`config.mk`:
```
export PLATFORM = sky130hd
export DESIGN_NAME = wr_port_arbiter_flat
export DESIGN_NICKNAME = d
export VERILOG_FILES = /design/src/rtl/wr_arb_pkg.sv /design/src/rtl/wr_port_arbiter_if.sv /design/src/rtl/wr_port_arbiter_rr_pick.sv /design/src/rtl/wr_port_arbiter.sv /design/src/flat_wrapper.sv
export SDC_FILE = /design/constraint.sdc
export NUM_CORES = 1
export LEC_CHECK = 0
export CORE_ASPECT_RATIO = 1.2
export CORE_MARGIN = 1.5
export CORE_UTILIZATION = 40
export CTS_BUF_LIST = sky130_fd_sc_hd__clkbuf_4 sky130_fd_sc_hd__clkbuf_8
export DETAILED_ROUTE_END_ITERATION = 7
export HOLD_SLACK_MARGIN = 0.12
export PLACE_DENSITY = 0.87
export SLEW_MARGIN = 20
export SYNTH_ARGS = -nofsm -noshare
export SYNTH_HDL_FRONTEND = slang
export SYNTH_SLANG_ARGS = --single-unit
```
`constraint.sdc`:
```
create_clock -name wr_clk -period 4.3 [get_ports wr_clk]
set_clock_uncertainty 0.1 [all_clocks]
set_input_delay 0.645 -clock wr_clk [delete_from_list [all_inputs] [get_ports wr_clk]]
set_output_delay 0.645 -clock wr_clk [all_outputs]
set_load 0.01 [all_outputs]
```
`src/rtl/wr_arb_pkg.sv`:
```
// Shared state encoding, widths and helpers for the FIFO write-port arbiter.
package wr_arb_pkg;

  localparam logic [0:0] ST_IDLE  = 1'b0;
  localparam logic [0:0] ST_GRANT = 1'b1;

  localparam int unsigned BEAT_TOTAL_W = 16;

  // Increment with wrap at modulus; used to advance the round-robin pointer past the winner.
  function automatic int unsigned wrap_inc(input int unsigned val, input int unsigned modulus);
    return ((val + 1) >= modulus) ? 0 : (val + 1);
  endfunction

endpackage

```
`src/rtl/wr_port_arbiter_if.sv`:
```
// Producer/FIFO-facing bundle of the write-port arbiter; master is the environment, slave the arbiter.
interface wr_port_arbiter_if #(
  parameter int unsigned NUM_REQ    = 4,
  parameter int unsigned DATA_WIDTH = 8
);
  import wr_arb_pkg::*;

  logic                          arb_en;
  logic [NUM_REQ-1:0]            in_valid;
  logic [NUM_REQ-1:0]            in_last;
  logic [NUM_REQ*DATA_WIDTH-1:0] in_data;
  logic [NUM_REQ-1:0]            in_ready;
  logic                          wr_full;
  logic                          wr_en;
  logic [DATA_WIDTH-1:0]         wr_data;
  logic [NUM_REQ-1:0]            gnt;
  logic                          busy;
  logic [BEAT_TOTAL_W-1:0]       beat_total;

  modport master (
    output arb_en, in_valid, in_last, in_data, wr_full,
    input  in_ready, wr_en, wr_data, gnt, busy, beat_total
  );

  modport slave (
    input  arb_en, in_valid, in_last, in_data, wr_full,
    output in_ready, wr_en, wr_data, gnt, busy, beat_total
  );

endinterface

```
`src/rtl/wr_port_arbiter_rr_pick.sv`:
```
// Combinational round-robin picker: rotate requests to start at rr_ptr, then take the lowest set bit.
module rr_pick #(
  parameter  int unsigned NUM_REQ = 4,
  localparam int unsigned PTR_W   = $clog2(NUM_REQ)
) (
  input  logic [NUM_REQ-1:0] req,
  input  logic [PTR_W-1:0]   rr_ptr,
  output logic               pick_vld,
  output logic [NUM_REQ-1:0] pick_oh,
  output logic [PTR_W-1:0]   pick_idx
);

  logic [NUM_REQ-1:0] rot_c;
  logic [PTR_W-1:0]   off_c;
  logic               found_c;

  always_comb begin
    rot_c   = '0;
    off_c   = '0;
    found_c = 1'b0;
    for (int unsigned i = 0; i < NUM_REQ; i++) begin
      rot_c[i] = req[PTR_W'((i + 32'(rr_ptr)) % NUM_REQ)];
    end
    for (int unsigned i = 0; i < NUM_REQ; i++) begin
      if (!found_c && rot_c[i]) begin
        off_c   = PTR_W'(i);
        found_c = 1'b1;
      end
    end
    pick_vld = found_c;
    pick_idx = PTR_W'((32'(rr_ptr) + 32'(off_c)) % NUM_REQ);
    pick_oh  = '0;
    if (found_c) pick_oh[pick_idx] = 1'b1;
  end

endmodule

```
`src/rtl/wr_port_arbiter.sv`:
```
// Round-robin, packet-locked arbiter sharing one async-FIFO write port among NUM_REQ producers.
module wr_port_arbiter
  import wr_arb_pkg::*;
#(
  parameter int unsigned NUM_REQ    = 4,
  parameter int unsigned DATA_WIDTH = 8,
  parameter int unsigned MAX_BURST  = 4,
  parameter int unsigned IDLE_LIMIT = 8
) (
  input logic              wr_clk,
  input logic              wr_rstn,
  wr_port_arbiter_if.slave bus
);

  localparam int unsigned PTR_W  = $clog2(NUM_REQ);
  localparam int unsigned BEAT_W = (MAX_BURST > 1) ? $clog2(MAX_BURST) : 1;
  localparam int unsigned IDLE_W = $clog2(IDLE_LIMIT + 1);

  logic [0:0]              state_q, state_d;
  logic [NUM_REQ-1:0]      gnt_q, gnt_d;
  logic [PTR_W-1:0]        gnt_idx_q, gnt_idx_d;
  logic [PTR_W-1:0]        rr_ptr_q, rr_ptr_d;
  logic [BEAT_W-1:0]       beat_cnt_q, beat_cnt_d;
  logic [IDLE_W-1:0]       idle_cnt_q, idle_cnt_d;
  logic [BEAT_TOTAL_W-1:0] beat_total_q, beat_total_d;

  logic                    pick_vld_c;
  logic [NUM_REQ-1:0]      pick_oh_c;
  logic [PTR_W-1:0]        pick_idx_c;

  logic                    in_grant_c;
  logic                    sel_valid_c;
  logic                    sel_last_c;
  logic [DATA_WIDTH-1:0]   sel_data_c;
  logic                    accept_c;
  logic                    idle_tick_c;
  logic                    release_c;

  rr_pick #(.NUM_REQ(NUM_REQ)) u_pick (
    .req      (bus.in_valid),
    .rr_ptr   (rr_ptr_q),
    .pick_vld (pick_vld_c),
    .pick_oh  (pick_oh_c),
    .pick_idx (pick_idx_c)
  );

  // Granted requester's view; a full FIFO freezes everything, including the idle timeout.
  always_comb begin
    in_grant_c  = (state_q == ST_GRANT);
    sel_valid_c = bus.in_valid[gnt_idx_q];
    sel_last_c  = bus.in_last[gnt_idx_q];
    sel_data_c  = bus.in_data[32'(gnt_idx_q) * DATA_WIDTH +: DATA_WIDTH];
    accept_c    = in_grant_c & sel_valid_c & ~bus.wr_full;
    idle_tick_c = in_grant_c & ~sel_valid_c & ~bus.wr_full;
    release_c   = (accept_c & (sel_last_c | (beat_cnt_q == BEAT_W'(MAX_BURST - 1))))
                | (idle_tick_c & (idle_cnt_q == IDLE_W'(IDLE_LIMIT - 1)));
  end

  assign bus.in_ready   = (in_grant_c && !bus.wr_full) ? gnt_q : '0;
  assign bus.wr_en      = accept_c;
  assign bus.wr_data    = in_grant_c ? sel_data_c : '0;
  assign bus.gnt        = gnt_q;
  assign bus.busy       = in_grant_c;
  assign bus.beat_total = beat_total_q;

  // Next-state: the IDLE state doubles as the mandatory one-cycle bubble between grants.
  always_comb begin
    state_d      = state_q;
    gnt_d        = gnt_q;
    gnt_idx_d    = gnt_idx_q;
    rr_ptr_d     = rr_ptr_q;
    beat_cnt_d   = beat_cnt_q;
    idle_cnt_d   = idle_cnt_q;
    beat_total_d = beat_total_q + BEAT_TOTAL_W'(accept_c);
    case (state_q)
      ST_IDLE: begin
        if (bus.arb_en && pick_vld_c) begin
          state_d   = ST_GRANT;
          gnt_d     = pick_oh_c;
          gnt_idx_d = pick_idx_c;
        end
      end
      ST_GRANT: begin
        if (accept_c) begin
          beat_cnt_d = beat_cnt_q + BEAT_W'(1);
          idle_cnt_d = '0;
        end else if (idle_tick_c) begin
          idle_cnt_d = idle_cnt_q + IDLE_W'(1);
        end
        if (release_c) begin
          state_d    = ST_IDLE;
          gnt_d      = '0;
          rr_ptr_d   = PTR_W'(wrap_inc(32'(gnt_idx_q), NUM_REQ));
          beat_cnt_d = '0;
          idle_cnt_d = '0;
        end
      end
      default: state_d = ST_IDLE;
    endcase
  end

  always_ff @(posedge wr_clk or negedge wr_rstn) begin
    if (!wr_rstn) begin
      state_q      <= ST_IDLE;
      gnt_q        <= '0;
      gnt_idx_q    <= '0;
      rr_ptr_q     <= '0;
      beat_cnt_q   <= '0;
      idle_cnt_q   <= '0;
      beat_total_q <= '0;
    end else begin
      state_q      <= state_d;
      gnt_q        <= gnt_d;
      gnt_idx_q    <= gnt_idx_d;
      rr_ptr_q     <= rr_ptr_d;
      beat_cnt_q   <= beat_cnt_d;
      idle_cnt_q   <= idle_cnt_d;
      beat_total_q <= beat_total_d;
    end
  end

endmodule
```
`src/flat_wrapper.sv`:
```
// flat-port wrapper written by rule: the top's interface ports become plain ports
module wr_port_arbiter_flat import wr_arb_pkg::*;
#(
  parameter int unsigned NUM_REQ    = 4,
  parameter int unsigned DATA_WIDTH = 8,
  parameter int unsigned MAX_BURST  = 4,
  parameter int unsigned IDLE_LIMIT = 8
)
  (wr_clk, wr_rstn, bus_arb_en, bus_in_valid, bus_in_last, bus_in_data, bus_wr_full, bus_in_ready, bus_wr_en, bus_wr_data, bus_gnt, bus_busy, bus_beat_total);
  wr_port_arbiter_if #(.NUM_REQ(NUM_REQ), .DATA_WIDTH(DATA_WIDTH)) bus_i ();
  input logic wr_clk;
  input logic wr_rstn;
  input wire logic [$bits(bus_i.arb_en)-1:0] bus_arb_en;
  input wire logic [$bits(bus_i.in_valid)-1:0] bus_in_valid;
  input wire logic [$bits(bus_i.in_last)-1:0] bus_in_last;
  input wire logic [$bits(bus_i.in_data)-1:0] bus_in_data;
  input wire logic [$bits(bus_i.wr_full)-1:0] bus_wr_full;
  output wire logic [$bits(bus_i.in_ready)-1:0] bus_in_ready;
  output wire logic [$bits(bus_i.wr_en)-1:0] bus_wr_en;
  output wire logic [$bits(bus_i.wr_data)-1:0] bus_wr_data;
  output wire logic [$bits(bus_i.gnt)-1:0] bus_gnt;
  output wire logic [$bits(bus_i.busy)-1:0] bus_busy;
  output wire logic [$bits(bus_i.beat_total)-1:0] bus_beat_total;
  assign bus_i.arb_en = bus_arb_en;
  assign bus_i.in_valid = bus_in_valid;
  assign bus_i.in_last = bus_in_last;
  assign bus_i.in_data = bus_in_data;
  assign bus_i.wr_full = bus_wr_full;
  assign bus_in_ready = bus_i.in_ready;
  assign bus_wr_en = bus_i.wr_en;
  assign bus_wr_data = bus_i.wr_data;
  assign bus_gnt = bus_i.gnt;
  assign bus_busy = bus_i.busy;
  assign bus_beat_total = bus_i.beat_total;
  wr_port_arbiter #(.NUM_REQ(NUM_REQ), .DATA_WIDTH(DATA_WIDTH), .MAX_BURST(MAX_BURST), .IDLE_LIMIT(IDLE_LIMIT)) u_core (.wr_clk(wr_clk), .wr_rstn(wr_rstn), .bus(bus_i));
endmodule
```
# [Word-level counts from Yosys, hierarchy flattened]
# Cells that the tools add are included.
[word_totals] register_bits=31 out_inout_bits=34 wordCells=92
[classes] n_addsub=8 n_lt_le_gt_ge=8 eq_ne=4 shifts=1 n_mux=36 bitwise=11 reduce_logical=17
[ops] op="$shiftx 32x6->8" count=1
[ops] op="$mux 4" count=7
[ops] op="$lt 2x3->1 const B" count=6
[ops] op="$add 16x1->16" count=1
[ops] op="$mux 1" count=14
[ops] op="$bmux 1 s2" count=6
[ops] op="$mux 2" count=5
[ops] op="$reduce_and 2->1" count=5
[ops] op="$mux 8" count=1
[ops] op="$pmux 4 s2" count=1
[ops] op="$and 1x1->1" count=6
[ops] op="$logic_and 1x1->1" count=6
[ops] op="$add 2x2->2 const A" count=2
[ops] op="$add 4x1->4 const B" count=1
[ops] op="$eq 4x3->1 const B" count=1
[ops] op="$logic_not 1->1" count=4
[ops] op="$add 2x1->3 const B" count=1
[ops] op="$ge 3x3->1 const B" count=1
[ops] op="$not 1->1" count=3
[ops] op="$reduce_bool 3->1" count=1
[ops] op="$add 1x2->2 const A" count=1
[ops] op="$add 2x1->2 const B" count=1
[ops] op="$add 2x2->2" count=1
[ops] op="$demux 1 s2" count=1
[ops] op="other kinds (7)" count=8

# [Logic depth before layout (Yosys ltp)]
# Gate-level depths: netlist (run 1).
[depth] word_depth=20 depth_mapped=10 ltp_nobuf=9

# [Cells and area by module]
# From an unflattened synthesis (run 1), not the netlist that was laid out.
[unflattened] cells_unflattened=187 hier_area_um2=2028.2
[by_module_without_submodules] module="wr_port_arbiter" n_inst=1 cells_per_inst=147 area_each_um2=1750.4
[by_module_without_submodules] module="rr_pick" n_inst=1 cells_per_inst=40 area_each_um2=277.8

# [Worst setup path after synthesis (run 1)]
# OpenSTA, ideal clock, no wires.
[synth_timing] path_type="input to register" start="input bus_wr_full" end="register u_core.beat_total_q[10], in the netlist u_core.bus.beat_total[10]" setup_time_ns=0.126 arrival_time_ns=2.387 required_time_ns=4.074 slack_ns=1.687 stages=8 n_path_buf=0 cell_sequence="or3b_2 -> o22ai_1 -> ha_1 -> ha_1 -> nand2_1 -> nor2_1 -> nand2_1 -> xnor2_1"
[synth_via] elab_chain_len=3
[synth_rtl] element="start: declaration" line_no="flat_wrapper.sv:17" rtl="input wire logic [$bits(bus_i.wr_full)-1:0] bus_wr_full;"
[synth_rtl] element="$not 1->1" line_no="wr_port_arbiter.sv:53" rtl="accept_c = in_grant_c & sel_valid_c & ~bus.wr_full;"
[synth_rtl] element="$and 1x1->1" line_no="wr_port_arbiter.sv:53"
[synth_rtl] element="net bus_wr_en" line_no="flat_wrapper.sv:19" rtl="output wire logic [$bits(bus_i.wr_en)-1:0] bus_wr_en;"
[synth_rtl] element="$add 16x1->16" line_no="wr_port_arbiter.sv:74" rtl="beat_total_d = beat_total_q + BEAT_TOTAL_W'(accept_c);"
[synth_rtl] element="net u_core.beat_total_d[10]" line_no="wr_port_arbiter.sv:25" rtl="logic [BEAT_TOTAL_W-1:0] beat_total_q, beat_total_d;"
[synth_rtl] element="end signal: assignment" line_no="wr_port_arbiter.sv:118" rtl="beat_total_q <= beat_total_d;"
[synth_rtl] element="end: declaration" line_no="wr_port_arbiter.sv:25"
# The timed path passes the listed nets, and every way through them passes these cells.
# A chain may end at the register's enable or synchronous reset.

# [Worst setup path in the final report (run 1)]
[layout_timing] start="input bus_wr_full" end="output bus_wr_en"
[layout_via] elab_chain_len=2
[layout_rtl] element="$not 1->1" line_no="wr_port_arbiter.sv:53"
[layout_rtl] element="$and 1x1->1" line_no="wr_port_arbiter.sv:53"
[layout_rtl] element="end: declaration" line_no="flat_wrapper.sv:19"
# Every way passes these cells.

==> metrics.txt, run 1 <==
power density over cell area=532 nW/um^2; Fmax=306 MHz; Hold Path End=u_core.bus.beat_total[15]; Hold Path Class=flop to flop; yosys warns=0; worst path required time=3.56 ns; gr ovfl total=0; DR vias=1644; DIE WIDTH=66.1 um; initial drt markers=82; io pins=78; Worst setup SP type=primary input; synthesis-stage register bit count=31; syn nets=227; CTS tree=built; DRC errors left=0; # fillers=397; Antenna Nets Post-Route=0; Setup crit start=bus_wr_full; DRT Wirelength=4790 um; Detailed Place HPWL=3580 um; CP Max Fanout=5; Min-Delay Path Depth=1; status=completed; CORE AREA=4590 um^2; commonest non-fill, non-tap cell in the layout=clkdlybuf4s50_1; worst r2r src=u_core.gnt_idx_q[0]; slew margin rel.=51.4%; fin nets=303; Post-Place Worst Slack=1.02 ns; area growth from synthesis to layout=48.0%; floorplan row count=27; routability cong.=0.815; synthesized area per cell=10.8 um^2; H-tree Lvls=2; RSZ-0062 raised after global routing=no; Clock transition at path regs=0.07 ns; Port Buffers=77; final worst-path cycle share=75.9%; FFs w/ async S/R, synth=100%; 1st-pass router iterations=4; final worst setup slack=1.04 ns; # resized after CTS=0; Setup TNS=0 ns; Worst R2R End=u_core.bus.beat_total[10]; Die Y=78.7 um; Gate Count Post-Synth=177; Tot Pwr=1.50 mW; Hold Crit Start=u_core.bus.beat_total[15]; count of final setup violators=0; Netlist cell types=43; GRT Total Usage=19.0%; flop2flop setup slack=1.46 ns; min cycle time layout=3.26 ns; layout cells sized above 1=10.2%; max-cap viol count=0; Clock Tree Root=clkbuf_8; initial antenna violation count=0; global-route wire length before repair=7660 um; critical path class=primary input to output port; element type at the critical path end=output port; max-slew violations=0; die area=5200 um^2; WL/cell=15.4 um; CTS Sinks=31; crit path DAT=2.52 ns; Worst Reg-to-Reg Cells=8; Main synth FF type=dfrtp_1; EDFF count, synth=0; Max VDD drop=0.306 mV; worst skew pair latency=0.28 ns; cts bufs inserted=5; post-synthesis sequential area ratio=40.6%; Worst-Margin Slew=0.729 ns; P_leak=1.19 nW; n_diodes=0; synthesized area=1910 um^2; vias in the first global route=1649; pin count of the biggest net entering global routing=32; CTS Hold Bufs=0; endpoints failing hold=0; commonest non-fill, non-tap cells in the layout=77 x clkdlybuf4s50_1, 31 x dfrtp_1, 14 x xnor2_1; CTS Buffer Depth=2; post-CTS setup buffer count=0; Starting Density=41.6%; vias per cell=5.27
per-layer routing:
metal / track usage [%] / share of wire, % / vias to the layer above
li1: - / - / 781
met4: 6.12 / 1.7 / 0
met1: 21.6 / 39 / 778
met3: 6.09 / 12 / 7
met5: 0 / 0 / -
met2: 33.2 / 48 / 78
final cells by class:
class,count,area (um^2),area share (%)
clock inverters,2,35.0,1.24
clock buffers,6,82.6,2.92
repair buffers,78,778,27.5
multi-input cells,132,1070,37.7
well taps,58,72.6,2.57
inverters,5,18.8,0.663
flip-flops and latches,31,776,27.4
cells in the mapped netlist, drive strengths merged (4+ instances only):
cell | count | area share [%]
xnor2 | 14 | 6.4
inv | 5 | 0.98
nand2 | 14 | 2.9
nand3 | 10 | 2.6
a21oi | 5 | 1.5
and2 | 12 | 3.9
mux2i | 5 | 2.6
dfrtp | 31 | 41
nor2 | 11 | 2.2
xor2 | 4 | 1.8
ha | 6 | 3.9
o31ai | 4 | 1.6
buf | 7 | 2.3
mux4 | 9 | 11
and3 | 4 | 1.3
through the flow:
step | cell area (um^2) | hold slack (ns) | util, % | instances
after floorplan | 1910 | 0.249 | - | 177
after global placement | 2710 | 0.365 | 59.0 | 304
after detailed placement | 2710 | 0.375 | 59.0 | 304
after CTS | 2830 | 0.384 | 61.6 | 312
after global routing | 2830 | 0.409 | 61.6 | 312
final | 2830 | 0.380 | 61.6 | 312
flip-flops by register name (all words and copies together), names as in the netlist:
register and cells:
u_core.bus.beat_total 16, u_core.bus.gnt 4, u_core.gnt_idx_q 2, u_core.bus.busy 1, u_core.rr_ptr_q 2, u_core.beat_cnt_q 2, u_core.idle_cnt_q 4
worst max path at each step:
stage,to
after global placement,bus_wr_en
after floorplan,u_core.bus.beat_total[10]
final,bus_wr_en
after detailed placement,u_core.bus.beat_total[10]
after CTS,bus_wr_en
after global routing,bus_wr_en
critical path: stages:
cell and delay (ns):
clkdlybuf4s50_1 0.47, or3b_2 0.48, o22ai_1 0.30, clkdlybuf4s50_1 0.62
report_power, final:
| part | switching [mW] | leakage [nW] | internal (mW) |
|---|---|---|---|
| clock | 0.110 | 0.0612 | 0.187 |
| sequential | 0.154 | 0.407 | 0.371 |
| combinational | 0.266 | 0.718 | 0.416 |
| total | 0.529 | 1.19 | 0.975 |
kinds of logic (layout without fill, tap and decap cells):
family | count (synthesis) | in the layout | share of synthesized area, %
compound gates | 21 | 21 | 7.66
xor+xnor | 18 | 18 | 8.25
fa+ha+maj | 6 | 6 | 3.93
buf+inv | 14 | 91 | 3.67
flops | 31 | 31 | 40.6
mux | 16 | 16 | 14.6
simple gates | 71 | 71 | 21.3
Power figures use the tool's default switching activity.
==> run 2: changes to the inputs <==
Clock period 4.3 ns to 3.2 ns, I/O delays scaled along.
==> run 2 against run 1 <==
Register-to-register slack worse by 1.0 ns. Combinational power up 41%. Die area unchanged. Critical path type unchanged. Sequential share of layout area down 0.14 points. Routed wire length increased by 0.15%. Critical path depth stayed put. Count of clock-buffer cells in the layout is the same. Clock power rose by 33%. Sequential power up 30%. Largest cell class unchanged. Critical endpoint unchanged. Final cell count grew 0.64%. Global-route usage barely moved. Non-clock buffer count rose by 2.
==> metrics.txt, run 2 (synthesis results as in run 1) <==
CP Max Fanout=5; sequential share of power=33.5%; gr ovfl total=0; power density over cell area=718 nW/um^2; DR vias=1681; Antenna Nets Post-Route=0; Die Y=78.7 um; Crit path largest cell delay=0.64 ns; Hold Path Class=flop to flop; vias per cell=5.35; post-CTS setup buffer count=0; Clock power frac=19.3%; commonest non-fill, non-tap cell in the layout=clkdlybuf4s50_1; DIE WIDTH=66.1 um; Detailed Place HPWL=3600 um; worst skew pair latency=0.28 ns; Hold Crit Start=u_core.bus.beat_total[15]; Clock transition at path regs=0.06 ns; endpoints failing hold=0; Setup crit start=bus_wr_full; register area=776 um^2; Sw Pwr=0.716 mW; Comb pwr share=47.2%; Finished Layout Cells=314; initial antenna violation count=0; status=completed; H-tree Lvls=2; GRT Total Usage=19.0%; CP cell instances=clkdlybuf4s50_1 > or3b_2 > o22ai_1 > clkdlybuf4s50_1; routability cong.=0.780; n_diodes=0; Worst setup SP type=primary input; global-route wire length before repair=7730 um; floorplan row count=27; Starting Density=41.6%; Setup TNS=0 ns; Max VDD drop=0.530 mV; max-slew violations=0; CTS Hold Bufs=0; element type at the critical path end=output port; area growth from synthesis to layout=48.8%; cts bufs inserted=5; Worst-Margin Slew=0.635 ns; CTS tree=built; io pins=78; max reg flops=16; pin count of the biggest net entering global routing=32; internal power=1.33 mW; Fmax=334 MHz; die area=5200 um^2; placed cell count=306; Multi-input gate area=1070 um^2; min cycle time layout=2.99 ns; slew margin rel.=57.7%; CTS Buffer Depth=2; Clock Tree Root=clkbuf_8; crit path DAT=2.41 ns; P_leak=1.20 nW; max-cap viol count=0; layout cells sized above 1=10.9%; DRC errors left=0; CORE AREA=4590 um^2; count of final setup violators=0; fin nets=305; worst r2r src=u_core.gnt_idx_q[0]; sw frac=35.1%; # fillers=379; 1st-pass router iterations=4; most frequent CP cell=clkdlybuf4s50_1; commonest non-fill, non-tap cells in the layout=77 x clkdlybuf4s50_1, 31 x dfrtp_1, 14 x xnor2_1; vias in the first global route=1688; CP max-delay cell=clkdlybuf4s50_1; # resized after CTS=0; initial drt markers=54; Port Buffers=77; worst path required time=2.62 ns; CTS Sinks=31; RSZ-0062 raised after global routing=no; critical path class=primary input to output port; WL/cell=15.3 um; final worst-path cycle share=93.6%; DRT Wirelength=4800 um
==> run 2: final timing paths <==
| kind | cells after the start | end | slack [ns] |
|---|---|---|---|
| setup / recovery | 4 | bus_wr_en | 0.21 |
| hold / removal | 1 | u_core.bus.beat_total[15] | 0.38 |
| setup reg to reg | 8 | u_core.bus.beat_total[12] | 0.45 |
| hold reg to reg | 1 | u_core.bus.beat_total[15] | 0.38 |
| max in group asynchronous | 2 | u_core.gnt_idx_q[0] | 2.23 |
| min in group asynchronous | 2 | u_core.bus.beat_total[14] | 0.49 |
==> run 2: cell type report <==
cell class              count  area share (%)
inverters                   5           0.660
multi-input cells         132            37.5
well taps                  58            2.55
clock buffers               6            2.90
flip-flops and latches     31            27.3
clock inverters             2            1.23
repair buffers             80            27.9
==> run 2: critical path: cells and delay by family <==
| kind | cells | cell delay (ns) |
|---|---|---|
| compound gates | 1 | 0.32 |
| buf+inv | 2 | 1.12 |
| simple gates | 1 | 0.49 |
==> run 2: through the flow <==
| stage | worst slack, ns | power [mW] | utilization (%) | area [um^2] | hold WS, ns |
|---|---|---|---|---|---|
| 6_report | 0.206 | 2.04 | 61.9 | 2840 | 0.376 |
| 5_1_grt | 0.0976 | 2.19 | 61.9 | 2840 | 0.408 |
| 4_1_cts | 0.207 | 2.07 | 61.9 | 2840 | 0.383 |
| 3_5_place_dp | 0.140 | 1.66 | 59.3 | 2730 | 0.372 |
| 3_3_place_gp | 0.263 | 1.62 | 59.3 | 2730 | 0.364 |
| 2_1_floorplan | 0.752 | 1.25 | - | 1910 | 0.0844 |
==> run 2: power groups by stage <==
| stage | sequential, mW | clock (mW) | combinational (mW) |
|---|---|---|---|
| 2_1_floorplan | 0.620 | 0 | 0.629 |
| 3_3_place_gp | 0.680 | 0 | 0.940 |
| 3_5_place_dp | 0.688 | 0 | 0.972 |
| 4_1_cts | 0.683 | 0.408 | 0.976 |
| 5_1_grt | 0.710 | 0.427 | 1.05 |
| 6_report | 0.683 | 0.394 | 0.964 |
==> run 2: per-layer routing <==
metal	global-route usage, %	share of wire (%)	vias up	wire length, um
li1	-	-	783	-
met1	20.7	37	814	1780
met2	33.9	49	77	2370
met3	6.94	12	7	581
met4	5.71	1.3	0	63
met5	0	0	-	0
==> run 3: changes to the inputs <==
Settings changed: CORE_MARGIN 1.5 to 2.
==> run 3 against run 2 <==
Total power down 4.5%. Routed wire length down 0.77%. Final cell count up 0.32%. Count of clock-buffer cells in the layout up 1. Worst setup slack better by 0.0095 ns.
==> metrics.txt, run 3 (synthesis results as in run 1) <==
GRT Total Usage=18.3%; CP max-delay cell=clkdlybuf4s50_1; n_diodes=0; min cycle time layout=2.98 ns; P_leak=1.19 nW; Finished Core Util=61.4%; worst skew pair latency=0.27 ns; CTS Hold Bufs=0; max-cap viol count=0; global-route wire length before repair=7470 um; status=completed; crit path capture=bus_wr_en; commonest non-fill, non-tap cells in the layout=77 x clkdlybuf4s50_1, 31 x dfrtp_1, 14 x xnor2_1; DIE WIDTH=67.1 um; CP cell instances=clkdlybuf4s50_1 > or3b_2 > o22ai_1 > clkdlybuf4s50_1; Worst Reg-to-Reg Cells=8; initial drt markers=91; CTS tree=built; slew margin rel.=56.1%; flop2flop setup slack=0.41 ns; Sw Pwr=0.700 mW; cts bufs inserted=5; fin nets=306; DRC errors left=0; CTS Buffer Depth=2; worst r2r src=u_core.gnt_idx_q[0]; DR vias=1672; sw frac=35.9%; Detailed Place HPWL=3680 um; Setup TNS=0 ns; post-CTS setup buffer count=0; Fmax=335 MHz; routability cong.=0.771; Die Y=79.7 um; area growth from synthesis to layout=47.6%; Starting Density=41.6%; Worst R2R End=u_core.bus.beat_total[12]; internal power=1.25 mW; CORE AREA=4590 um^2; Setup crit start=bus_wr_full; final worst setup slack=0.215 ns; pin count of the biggest net entering global routing=32; io pins=78; 1st-pass router iterations=4; # resized after CTS=0; max reg flops=16; die area=5350 um^2; DRT Wirelength=4760 um; sequential share of power=34.6%; CTS Sinks=31; max-slew violations=0; vias in the first global route=1635; endpoints failing hold=0; floorplan row count=27; Clock power frac=15.3%; # fillers=377; CP Max Fanout=5; Max VDD drop=0.540 mV; Largest delay share family, worst path=buffers and inverters; commonest non-fill, non-tap cell in the layout=clkdlybuf4s50_1; critical path class=primary input to output port; layout cells sized above 1=11.3%; Worst setup SP type=primary input; most frequent CP cell=clkdlybuf4s50_1; Crit path depth=4; H-tree Lvls=2; initial antenna violation count=0; crit path DAT=2.40 ns; Post-Place Worst Slack=0.0840 ns; Clock transition at path regs=0.06 ns; vias per cell=5.31; power density over cell area=691 nW/um^2; Crit path largest cell delay=0.65 ns; Comb pwr share=50.1%; gr ovfl total=0; Antenna Nets Post-Route=0; Placed Area=2730 um^2; Port Buffers=77; Worst-Margin Slew=0.659 ns; WL/cell=15.1 um; element type at the critical path end=output port; post-route cell area=2820 um^2; worst path required time=2.62 ns; RSZ-0062 raised after global routing=no; crit path buf inv count=2; count of final setup violators=0; final worst-path cycle share=93.3%; Hold Path Class=flop to flop; Clock Tree Root=clkbuf_8
## run 3: layer usage
| metal | share of wire (%) | routed length [um] | track usage (%) | vias up |
|---|---|---|---|---|
| li1 | - | - | - | 789 |
| met2 | 49 | 2330 | 31.8 | 75 |
| met4 | 0.92 | 44 | 6.33 | 0 |
| met3 | 12 | 593 | 7.33 | 5 |
| met1 | 38 | 1790 | 19.8 | 803 |
| met5 | 0 | 0 | 0 | - |
## run 3: worst min path at each step
stage                                         start                         to  depth (start not counted)
final                     u_core.bus.beat_total[15]  u_core.bus.beat_total[15]                          1
after global routing           u_core.beat_cnt_q[0]       u_core.beat_cnt_q[0]                          1
after CTS                 u_core.bus.beat_total[15]  u_core.bus.beat_total[15]                          1
after detailed placement  u_core.bus.beat_total[15]  u_core.bus.beat_total[15]                          1
after global placement    u_core.bus.beat_total[15]  u_core.bus.beat_total[15]                          1
after floorplan                             wr_rstn       u_core.beat_cnt_q[0]                          0
## run 3: final cells by class
type | instances | area [um^2] | area share [%]
multi-input combinational | 132 | 1070 | 37.8
timing repair buffer | 81 | 801 | 28.4
sequential | 31 | 776 | 27.5
clock buffer | 7 | 83.8 | 2.97
tap | 58 | 72.6 | 2.57
inverter | 5 | 18.8 | 0.665
clock inverter | 1 | 5.00 | 0.177
## run 3: stage by stage
stage / total power [mW] / instances / hold WS [ns]
floorplan: 1.25 / 177 / 0.0844
finish: 1.95 / 315 / 0.372
global placement: 1.63 / 307 / 0.364
global route: 2.11 / 315 / 0.416
detailed placement: 1.66 / 307 / 0.369
CTS: 1.98 / 315 / 0.377
## run 3: power by group through the flow
stage / sequential (mW) / clock, mW / combinational (mW)
5_1_grt: 0.696 / 0.333 / 1.08
3_5_place_dp: 0.678 / 0 / 0.984
2_1_floorplan: 0.620 / 0 / 0.629
6_report: 0.675 / 0.298 / 0.976
4_1_cts: 0.675 / 0.313 / 0.988
3_3_place_gp: 0.675 / 0 / 0.956
